`src/rtl/cmd_resp_deserializer_pkg.sv`:
```
// Shared SD CMD-line definitions: FSM states, frame lengths and CRC7 constants.
// Used by the response deserializer and the CRC7 engine.
package sd_cmd_defs;
    typedef enum logic [1:0] {IDLE, WAIT, RECV} state_t;

    localparam int SHORT_LEN = 48;
    localparam int LONG_LEN = 136;
    localparam logic [6:0] CRC7_POLY = 7'h09;
    localparam int LONG_CRC_MSB = 127;
endpackage

```
`src/rtl/cmd_resp_deserializer_if.sv`:
```
// Handshake/data bundle between the CMD pad sampler / command FSM and the
// response deserializer. master = controller side, slave = deserializer.
interface cmd_resp_deserializer_if;
    logic         in;
    logic         start;
    logic         long_resp;
    logic         crc_chk;
    logic [135:0] out;
    logic         valid;
    logic         crc_err;
    logic         frame_err;
    logic         timeout;
    logic         busy;

    modport master (output in, start, long_resp, crc_chk,
                    input  out, valid, crc_err, frame_err, timeout, busy);
    modport slave  (input  in, start, long_resp, crc_chk,
                    output out, valid, crc_err, frame_err, timeout, busy);
endinterface

```
`src/rtl/cmd_resp_deserializer_crc7.sv`:
```
// Serial CRC7 (x^7+x^3+1), MSB-first, zero initial value. Shared with the
// command serializer.
module sd_crc7
    import sd_cmd_defs::*;
(
    input  logic       clk,
    input  logic       reset,
    input  logic       clear,
    input  logic       en,
    input  logic       bit_in,
    output logic [6:0] crc
);
    logic fb;
    assign fb = bit_in ^ crc[6];

    always_ff @(posedge clk or negedge reset) begin
        if (!reset)
            crc <= '0;
        else if (clear)
            crc <= '0;
        else if (en)
            crc <= {crc[5:0], 1'b0} ^ (fb ? CRC7_POLY : 7'h00);
    end
endmodule

```
`src/rtl/cmd_resp_deserializer.sv`:
```
// SD CMD response deserializer: waits for a start bit, shifts in a 48/136-bit
// frame and flags framing/CRC/timeout. CRC checking built only with CMD_CRC7_CHECK_EN.
module cmd_resp_deserializer
    import sd_cmd_defs::*;
#(
    parameter int TIMEOUT = 64,
    parameter int CNT_W   = 8
) (
    input logic                    clk,
    input logic                    reset,
    cmd_resp_deserializer_if.slave bus
);
    localparam logic [CNT_W-1:0] TMO_LAST = CNT_W'(TIMEOUT - 1);

    state_t              state;
    logic                long_q;
    logic [CNT_W-1:0]    timer;
    logic [CNT_W-1:0]    bit_idx;
    logic [LONG_LEN-2:0] sreg;
    logic [LONG_LEN-1:0] frame;
    logic                trans_bit;
    logic                crc_bad;

    // Full frame as it will look once the current sample is shifted in.
    assign frame     = {sreg, bus.in};
    assign trans_bit = long_q ? frame[LONG_LEN-2] : frame[SHORT_LEN-2];

`ifdef CMD_CRC7_CHECK_EN
    logic       chk_q;
    logic       crc_clear;
    logic       crc_en;
    logic [6:0] crc;

    // Short frames include the start bit in the CRC; long frames skip 135..128.
    assign crc_clear = (state == IDLE) && bus.start;
    assign crc_en    = ((state == WAIT) && !bus.in && !long_q) ||
                       ((state == RECV) && (bit_idx >= CNT_W'(8)) &&
                        (bit_idx <= CNT_W'(LONG_CRC_MSB)));
    assign crc_bad   = chk_q && (crc != frame[7:1]);

    sd_crc7 u_crc (
        .clk    (clk),
        .reset  (reset),
        .clear  (crc_clear),
        .en     (crc_en),
        .bit_in (bus.in),
        .crc    (crc)
    );

    always_ff @(posedge clk or negedge reset) begin
        if (!reset)
            chk_q <= 1'b0;
        else if (crc_clear)
            chk_q <= bus.crc_chk;
    end
`else
    logic unused_crc_chk;
    assign unused_crc_chk = bus.crc_chk;
    assign crc_bad        = 1'b0;
`endif

    always_ff @(posedge clk or negedge reset) begin
        if (!reset) begin
            state         <= IDLE;
            long_q        <= 1'b0;
            timer         <= '0;
            bit_idx       <= '0;
            sreg          <= '0;
            bus.out       <= '0;
            bus.valid     <= 1'b0;
            bus.crc_err   <= 1'b0;
            bus.frame_err <= 1'b0;
            bus.timeout   <= 1'b0;
            bus.busy      <= 1'b0;
        end else begin
            bus.valid   <= 1'b0;
            bus.timeout <= 1'b0;
            case (state)
                IDLE: if (bus.start) begin
                    state    <= WAIT;
                    bus.busy <= 1'b1;
                    long_q   <= bus.long_resp;
                    timer    <= '0;
                    sreg     <= '0;
                end
                WAIT: begin
                    // Start bit is 0, already the register's contents, so no shift here.
                    if (!bus.in) begin
                        state   <= RECV;
                        bit_idx <= long_q ? CNT_W'(LONG_LEN - 2) : CNT_W'(SHORT_LEN - 2);
                    end else if (timer == TMO_LAST) begin
                        state       <= IDLE;
                        bus.busy    <= 1'b0;
                        bus.timeout <= 1'b1;
                    end else begin
                        timer <= timer + CNT_W'(1);
                    end
                end
                RECV: begin
                    sreg <= {sreg[LONG_LEN-3:0], bus.in};
                    if (bit_idx == '0) begin
                        state         <= IDLE;
                        bus.busy      <= 1'b0;
                        bus.valid     <= 1'b1;
                        bus.out       <= frame;
                        bus.crc_err   <= crc_bad;
                        bus.frame_err <= trans_bit | ~bus.in;
                    end else begin
                        bit_idx <= bit_idx - CNT_W'(1);
                    end
                end
                default: state <= IDLE;
            endcase
        end
    end
endmodule

```
`src/flat_wrapper.sv`:
```
// flat-port wrapper written by rule: the top's interface ports become plain ports
module cmd_resp_deserializer_flat import sd_cmd_defs::*;
#(
    parameter int TIMEOUT = 64,
    parameter int CNT_W   = 8
)
  (clk, reset, bus_in, bus_start, bus_long_resp, bus_crc_chk, bus_out, bus_valid, bus_crc_err, bus_frame_err, bus_timeout, bus_busy);
  cmd_resp_deserializer_if bus_i ();
  input logic clk;
  input logic reset;
  input wire logic [$bits(bus_i.in)-1:0] bus_in;
  input wire logic [$bits(bus_i.start)-1:0] bus_start;
  input wire logic [$bits(bus_i.long_resp)-1:0] bus_long_resp;
  input wire logic [$bits(bus_i.crc_chk)-1:0] bus_crc_chk;
  output wire logic [$bits(bus_i.out)-1:0] bus_out;
  output wire logic [$bits(bus_i.valid)-1:0] bus_valid;
  output wire logic [$bits(bus_i.crc_err)-1:0] bus_crc_err;
  output wire logic [$bits(bus_i.frame_err)-1:0] bus_frame_err;
  output wire logic [$bits(bus_i.timeout)-1:0] bus_timeout;
  output wire logic [$bits(bus_i.busy)-1:0] bus_busy;
  assign bus_i.in = bus_in;
  assign bus_i.start = bus_start;
  assign bus_i.long_resp = bus_long_resp;
  assign bus_i.crc_chk = bus_crc_chk;
  assign bus_out = bus_i.out;
  assign bus_valid = bus_i.valid;
  assign bus_crc_err = bus_i.crc_err;
  assign bus_frame_err = bus_i.frame_err;
  assign bus_timeout = bus_i.timeout;
  assign bus_busy = bus_i.busy;
  cmd_resp_deserializer #(.TIMEOUT(TIMEOUT), .CNT_W(CNT_W)) u_core (.clk(clk), .reset(reset), .bus(bus_i));
endmodule
```
`config.mk`:
```
export PLATFORM = sky130hd
export DESIGN_NAME = cmd_resp_deserializer_flat
export DESIGN_NICKNAME = d
export VERILOG_FILES = /design/src/rtl/cmd_resp_deserializer_pkg.sv /design/src/rtl/cmd_resp_deserializer_if.sv /design/src/rtl/cmd_resp_deserializer_crc7.sv /design/src/rtl/cmd_resp_deserializer.sv /design/src/flat_wrapper.sv
export SDC_FILE = /design/constraint.sdc
export NUM_CORES = 1
export LEC_CHECK = 0
export CAP_MARGIN = 20
export CORE_MARGIN = 5
export CORE_UTILIZATION = 50
export CTS_CLUSTER_DIAMETER = 60
export DETAILED_ROUTE_END_ITERATION = 10
export GPL_TIMING_DRIVEN = 0
export PLACE_DENSITY = 0.73
export SETUP_SLACK_MARGIN = 0.05
export SLEW_MARGIN = 20
export SYNTH_ARGS = -nofsm -noshare
export SYNTH_HDL_FRONTEND = slang
export SYNTH_HIERARCHICAL = 1
export SYNTH_SLANG_ARGS = --single-unit
export TNS_END_PERCENT = 50
```
`constraint.sdc`:
```
create_clock -name clk -period 2 [get_ports clk]
set_input_delay 0.4 -clock clk [delete_from_list [all_inputs] [get_ports clk]]
set_output_delay 0.4 -clock clk [all_outputs]
set_load 0.05 [all_outputs]
```
==> metrics.md, run 1 <==
| Metric | Value |
|---|---|
| Status | complete, but fails checks |
| Failing checks | negative setup slack |
| Period minus WS final | 2.08 ns |
| DR WL/cell | 17.3 µm |
| Syn_nets | 1064 |
| Die width | 160 µm |
| Setup CP Type | reg -> reg |
| Die Span Y | 160 µm |
| Post-place setup slack | -0.957 ns |
| GR Overflow Total | 0 |
| Worst setup SP type | register |
| Asr flop ratio synth | 1.00 |
| Vias | 8443 |
| Worst Slack Setup Final | -0.0792 ns |
| Clk_lat worst skew | 0.54 ns |
| Crit path arrival time | 2.54 ns |
| Routed vias/inst | 5.39 |
| Max stage delay on crit path | 0.48 ns |
| Setup crit end kind | register |
| Pleak | 0.00862 µW |
| Number of synthesized flops with an enable pin | 0 |
| Endpoints failing setup | 95 |
| WP data required | 2.47 ns |
| P&R area growth vs syn | 35.0% |
| Clock transition at the registers of the reported paths | 0.06 ns |
| Netlist area before placement | 0.0113 mm² |
| GR Layer Usage met2 | 0.333 |
| Share of layout cells above drive strength 1 | 0.222 |
| Ant. Diodes | 0 |
| Final cycle utilization of the critical path | 1.04 |
| Vias in the first global route | 8400 |
| Drt initial violations | 509 |
| M1 GR Usage | 0.297 |
| CTS Buffer Depth | 3 |
| Count leader, synth | nand2_1 |
| Fmax | 481 MHz |
| Worst Hold Class | in -> async |
| Placer Congestion | 0.872 |
| PD cells | 925 mW/mm² |
| Critical path origin | u_core/bit_idx[0] |
| Pre-Repair DR Iteration Count | 5 |
| Die area | 0.0257 mm² |
| Final Hold Viols | 0 |
| Core area | 0.0224 mm² |
| Cells along the critical path | inv_2 -> ha_4 -> or4b_4 -> nor4b_4 -> buf_6 -> buf_12 -> buf_12 -> buf_8 -> nand2_1 -> nand2_1 |
| Flops & latches, synth | 294 |
| Total negative slack | -4.15 ns |
| GRT Resource Usage Total | 0.206 |
| Max-slew headroom | 0.531 |
| H-tree depth | 1 |
| Met3 GRT Util | 0.0346 |
| Busiest grt layer | met2 |
| CP bufs+invs | 5 |
| Crit-path slowest cell | or4b_4 |
| YS warnings | 6 |
| TritonCTS clock tree | done |
| Layout fillers | 1717 |
| I/O Pins | 147 |
| Total power | 14100 µW |
| # DRC | 0 |
| Slew Limit Fails | 0 |
| Register Area | 0.00736 mm² |
| Initial Util | 0.503 |
| Antenna violations before repair | 0 |
| Avg Inst Size Synth | 10.7 µm² |
| CTS buffer count | 30 |
| First-pass GRT wire length | 44.1 mm |
| Synth area leader | dfrtp_1 |
| MaxCap Viol Count | 0 |
| Worst-margin pin slew | 0.698 ns |
| Buffers on Ports | 144 |
| Worst-path maximum fanout | 6 |
| Peak VDD IR | 0.649 mV |
| Rows | 55 |
| Sink Count | 294 |
| Final wirelength | 27.0 mm |
| Final ANT Viol Nets | 0 |
| Seq/Total Area, Yosys | 0.652 |
| Final clock skew | 0.0181 ns |
| RSZ-0062 raised after global routing | true |
| Reg2Reg Launch Point | u_core/bit_idx[0] |
| Top_reg_cell synth | dfrtp_1 |
| Fin nets | 1275 |
| Largest net degree at the start of global routing | 104 |
| Post-synth top area share | 0.652 |
| CP delay by family, top | simple AND/OR/NAND/NOR gates |
| Area contributors post-synth | dfrtp_1 65%, nand2_1 14%, a22o_1 11% |
| Final hold slack | 0.333 ns |
| Dpl hpwl | 16.8 mm |
| Multi-input gate area | 0.00414 mm² |
| Mapped Cells | 1051 |
| Root Buffer | clkbuf_16 |
| Commonest cells in the netlist | 421 x nand2_1, 294 x dfrtp_1, 137 x a22o_1 |
| Unique masters post-synth | 49 |
| Fin util | 0.679 |
-- path summary, 6_finish.rpt --
path	endpoint	slack, ns	cells after the start
worst max register to register	u_core/bus.out[113]	-0.08	10
worst min register to register	u_core/bus.out[126]	0.46	2
worst min-delay path	u_core/bus.out[35]	0.33	2
worst max-delay path	u_core/bus.out[113]	-0.08	10
min in group clk	u_core/bus.out[126]	0.46	2
max in group asynchronous	u_core/bus.out[81]	0.47	4
-- state kept, by name (all words and copies together) (netlist names) --
name and cells:
u_core/bit_idx 8, u_core/bus.busy 1, u_core/bus.frame_err 1, u_core/bus.out 136, u_core/bus.timeout 1, u_core/bus.valid 1
u_core/long_q 1, u_core/sreg 135, u_core/state 2, u_core/timer 8
-- worst reg2reg max path: cells and delay by family, from the launching register on --
family / cells / cell delay [ns]
adder cells (fa/ha/maj): 1 / 0.14
flip-flops: 1 / 0.40
buffers and inverters: 5 / 0.65
AND/OR/NAND/NOR: 4 / 0.83
-- layout by cell type (no fill, tap or decap), drive strengths merged, types with 9 or more instances in the layout --
cell type / synthesis / final
nand2: 421 / 421
clkinv: 1 / 10
buf: 14 / 51
dfrtp: 294 / 294
nor2: 15 / 15
clkbuf: 54 / 92
dlygate4sd2: 0 / 140
o21ai: 9 / 9
nand3: 15 / 15
a21oi: 11 / 11
a22o: 137 / 137
-- kinds of logic (layout without fill, tap and decap cells) --
group                    count (synthesis)  count (layout)  synth area share
flip-flops                             294             294             0.652
other                                    1               1          0.000332
buffers and inverters                   76             307            0.0275
AND/OR/NAND/NOR                        482             482             0.173
adder cells (fa/ha/maj)                  7               7           0.00776
AO/OA/AOI/OAI                          184             184             0.133
multiplexers                             7               7           0.00643
-- stage by stage --
step | area [µm²] | std cells
3_3_place_gp | 13100 | 1480
2_1_floorplan | 11300 | 1051
3_5_place_dp | 13200 | 1483
4_1_cts | 14900 | 1567
5_1_grt | 15200 | 1567
6_report | 15200 | 1567
-- where the power goes --
group / leakage [µW] / internal, µW / switching (µW)
clock: 0.000460 / 3060 / 2260
sequential: 0.00407 / 6110 / 185
combinational: 0.00409 / 823 / 1650
-- metal layers --
metal | wire, µm | part of all wire | up-vias
li1 | - | - | 3986
met1 | 12300 | 0.45 | 4212
met2 | 13100 | 0.49 | 206
met3 | 1120 | 0.042 | 39
met4 | 518 | 0.019 | 0
met5 | 0 | 0 | -
-- cell type report --
cell class	count	share of cell area
buffer	65	0.0314
clock buffer	40	0.0551
clock inverter	12	0.00616
inverter	8	0.00230
multi-input combinational	681	0.272
sequential	294	0.483
tap	285	0.0234
timing repair buffer	182	0.126
-- what timing repair did --
action,CTS,global route
gates cloned,10,3
endpoints found under the setup margin,420,277
pin swaps,109,65
hold endpoints to repair,41,0
hold buffers,1,0
resized for setup,305,127
setup buffers,22,3
Note: power is estimated with default switching activity, not from simulation.
==> inputs of run 2 (changes only) <==
Settings changed: CORE_ASPECT_RATIO set to 1.75.
Clock period 2 ns to 1.8 ns, I/O delays scaled along.
==> metrics.md, run 2 (synthesized netlist as in run 1, its figures left out) <==
| Metric | Value |
|---|---|
| Multi-input gate area | 0.00439 mm² |
| H-tree depth | 1 |
| Share of layout cells above drive strength 1 | 0.258 |
| I/O Pins | 147 |
| Largest net degree at the start of global routing | 91 |
| Crit-path slowest cell | or4b_4 |
| Sink Count | 294 |
| Post-place setup slack | -1.06 ns |
| Dpl hpwl | 17.9 mm |
| Register Area | 0.00736 mm² |
| Initial Util | 0.509 |
| Cells along the critical path | inv_2 -> ha_4 -> or4b_4 -> nor4b_4 -> buf_6 -> buf_12 -> clkbuf_16 -> clkbuf_16 -> nand2_2 -> nand2_1 |
| Largest register FFs | 136 |
| Flop pwr share | 0.428 |
| Commonest non-fill, non-tap cell in the layout | dfrtp_1 |
| TritonCTS clock tree | done |
| Clock transition at the registers of the reported paths | 0.07 ns |
| Worst r2r path cells | 10 |
| CTS Buffer Depth | 3 |
| Pre-Repair DR Iteration Count | 5 |
| Combinational fraction of design power | 0.223 |
| Ant. Diodes | 0 |
| Core area | 0.0222 mm² |
| Final ANT Viol Nets | 0 |
| Final hold slack | 0.349 ns |
| Worst Slack Setup Final | -0.405 ns |
| RR Endpoint | u_core/bus.out[21] |
| Clock power share | 0.350 |
| Vias | 8716 |
| Final cycle utilization of the critical path | 1.22 |
| Die Span Y | 209 µm |
| Non-Filler Cell Area, Final | 0.0163 mm² |
| Antenna violations before repair | 0 |
| Total power | 16400 µW |
| Failing checks | negative setup slack |
| First-pass GRT wire length | 45.5 mm |
| Switching Power | 4760 µW |
| DR WL/cell | 18.9 µm |
| Status | complete, but fails checks |
| Reg2Reg Launch Point | u_core/bit_idx[1] |
| Switch share | 0.289 |
| Most frequent CP cell | clkbuf_16 |
| Die width | 124 µm |
| Worst Hold Class | in -> async |
| Setup CP Type | reg -> reg |
| R2R Setup Slk | -0.40 ns |
| Fmax | 454 MHz |
| Fin util | 0.735 |
| Crit path arrival time | 2.67 ns |
| Setup crit end kind | register |
| Most flop-heavy register | u_core/bus.out |
| GRT Resource Usage Total | 0.218 |
| Max-slew headroom | 0.429 |
| Peak VDD IR | 0.966 mV |
| Design internal power | 11700 µW |
| Worst-path maximum fanout | 6 |
| RSZ-0062 raised after global routing | true |
| MaxCap Viol Count | 0 |
| CTS buffer count | 26 |
| Routed vias/inst | 5.49 |
| Regs by FF count | u_core/bus.out x136, u_core/sreg x135 |
| Placer Congestion | 0.880 |
| Root Buffer | clkbuf_16 |
| Die area | 0.0258 mm² |
| Final Hold Viols | 0 |
| Rows | 72 |
| Area after DPL | 0.0132 mm² |
| Most frequent cells in the layout | 293 x dfrtp_1, 275 x nand2_1, 137 x a22o_1 |
| GR Overflow Total | 0 |
| Buffers on Ports | 144 |
| Final wirelength | 30.0 mm |
| Vias in the first global route | 8896 |
| PD cells | 1010 mW/mm² |
| Pleak | 0.0110 µW |
| Worst-margin pin slew | 0.847 ns |
| Fin nets | 1287 |
| Drt initial violations | 551 |
| Endpoints failing setup | 191 |
| Period minus WS final | 2.20 ns |
| Clk_lat worst skew | 0.53 ns |
| Layout fillers | 1463 |
| Worst setup SP type | register |
| P&R area growth vs syn | 44.4% |
| # DRC | 0 |
| Slew Limit Fails | 0 |
| Final clock skew | 0.0167 ns |
| WP data required | 2.26 ns |
| Max stage delay on crit path | 0.48 ns |
==> run 2: critical path: cells and delay by family, from the launching register on <==
family,cells,cell delay [ns]
AND/OR/NAND/NOR,4,0.85
buffers and inverters,5,0.71
flip-flops,1,0.41
adder cells (fa/ha/maj),1,0.15
==> run 2: power by group through the flow <==
stage	combinational (µW)	clock, µW	sequential (µW)
2_1_floorplan	1600	0	7090
3_3_place_gp	2290	0	7100
3_5_place_dp	2380	0	7100
4_1_cts	3350	5850	6980
5_1_grt	3940	6110	7040
6_report	3660	5750	7030
==> run 2: metal layers <==
| layer | global-route usage | vias up | share of wire |
|---|---|---|---|
| met5 | 0 | - | 0 |
| met4 | 0.0837 | 0 | 0.037 |
| met3 | 0.0352 | 73 | 0.047 |
| met2 | 0.383 | 239 | 0.54 |
| met1 | 0.266 | 4397 | 0.38 |
| li1 | - | 4007 | - |
==> run 2: per-stage QoR <==
| stage | std cells | TNS [ns] |
|---|---|---|
| floorplan | 1051 | -25.90 |
| global placement | 1491 | -3672.56 |
| detailed placement | 1494 | -190.49 |
| CTS | 1575 | -98.49 |
| global route | 1589 | -66.87 |
| finish | 1589 | -52.23 |
==> run 2: worst max-delay path by stage <==
stage                                 start             endpoint  slack (ns)  cells past startpoint
after floorplan           u_core/bit_idx[0]  u_core/bus.out[134]       -0.20                      9
after global placement                reset  u_core/bus.out[115]      -11.91                      1
after detailed placement  u_core/bit_idx[0]  u_core/bus.out[132]       -1.06                      8
after CTS                 u_core/bit_idx[1]   u_core/bus.out[46]       -0.44                     11
after global routing      u_core/bit_idx[1]   u_core/bus.out[21]       -0.49                     10
final                     u_core/bit_idx[1]   u_core/bus.out[21]       -0.40                     10
==> run 2: layout make-up <==
type                    count  share of cell area
flip-flops and latches    294               0.452
multi-input cells         681               0.269
repair buffers            197               0.159
clock buffers              38              0.0465
plain buffers              66              0.0405
well taps                 296              0.0227
clock inverters             9             0.00791
inverters                   8             0.00230
==> run 2: timing repair <==
item                       in CTS  in global routing
setup endpoints to repair     431                490
buffers inserted               21                  6
pin swaps                      70                167
hold endpoints to repair       57                  0
gates resized for setup       130                377
hold buffers                    1                  0
gates cloned                   12                 11
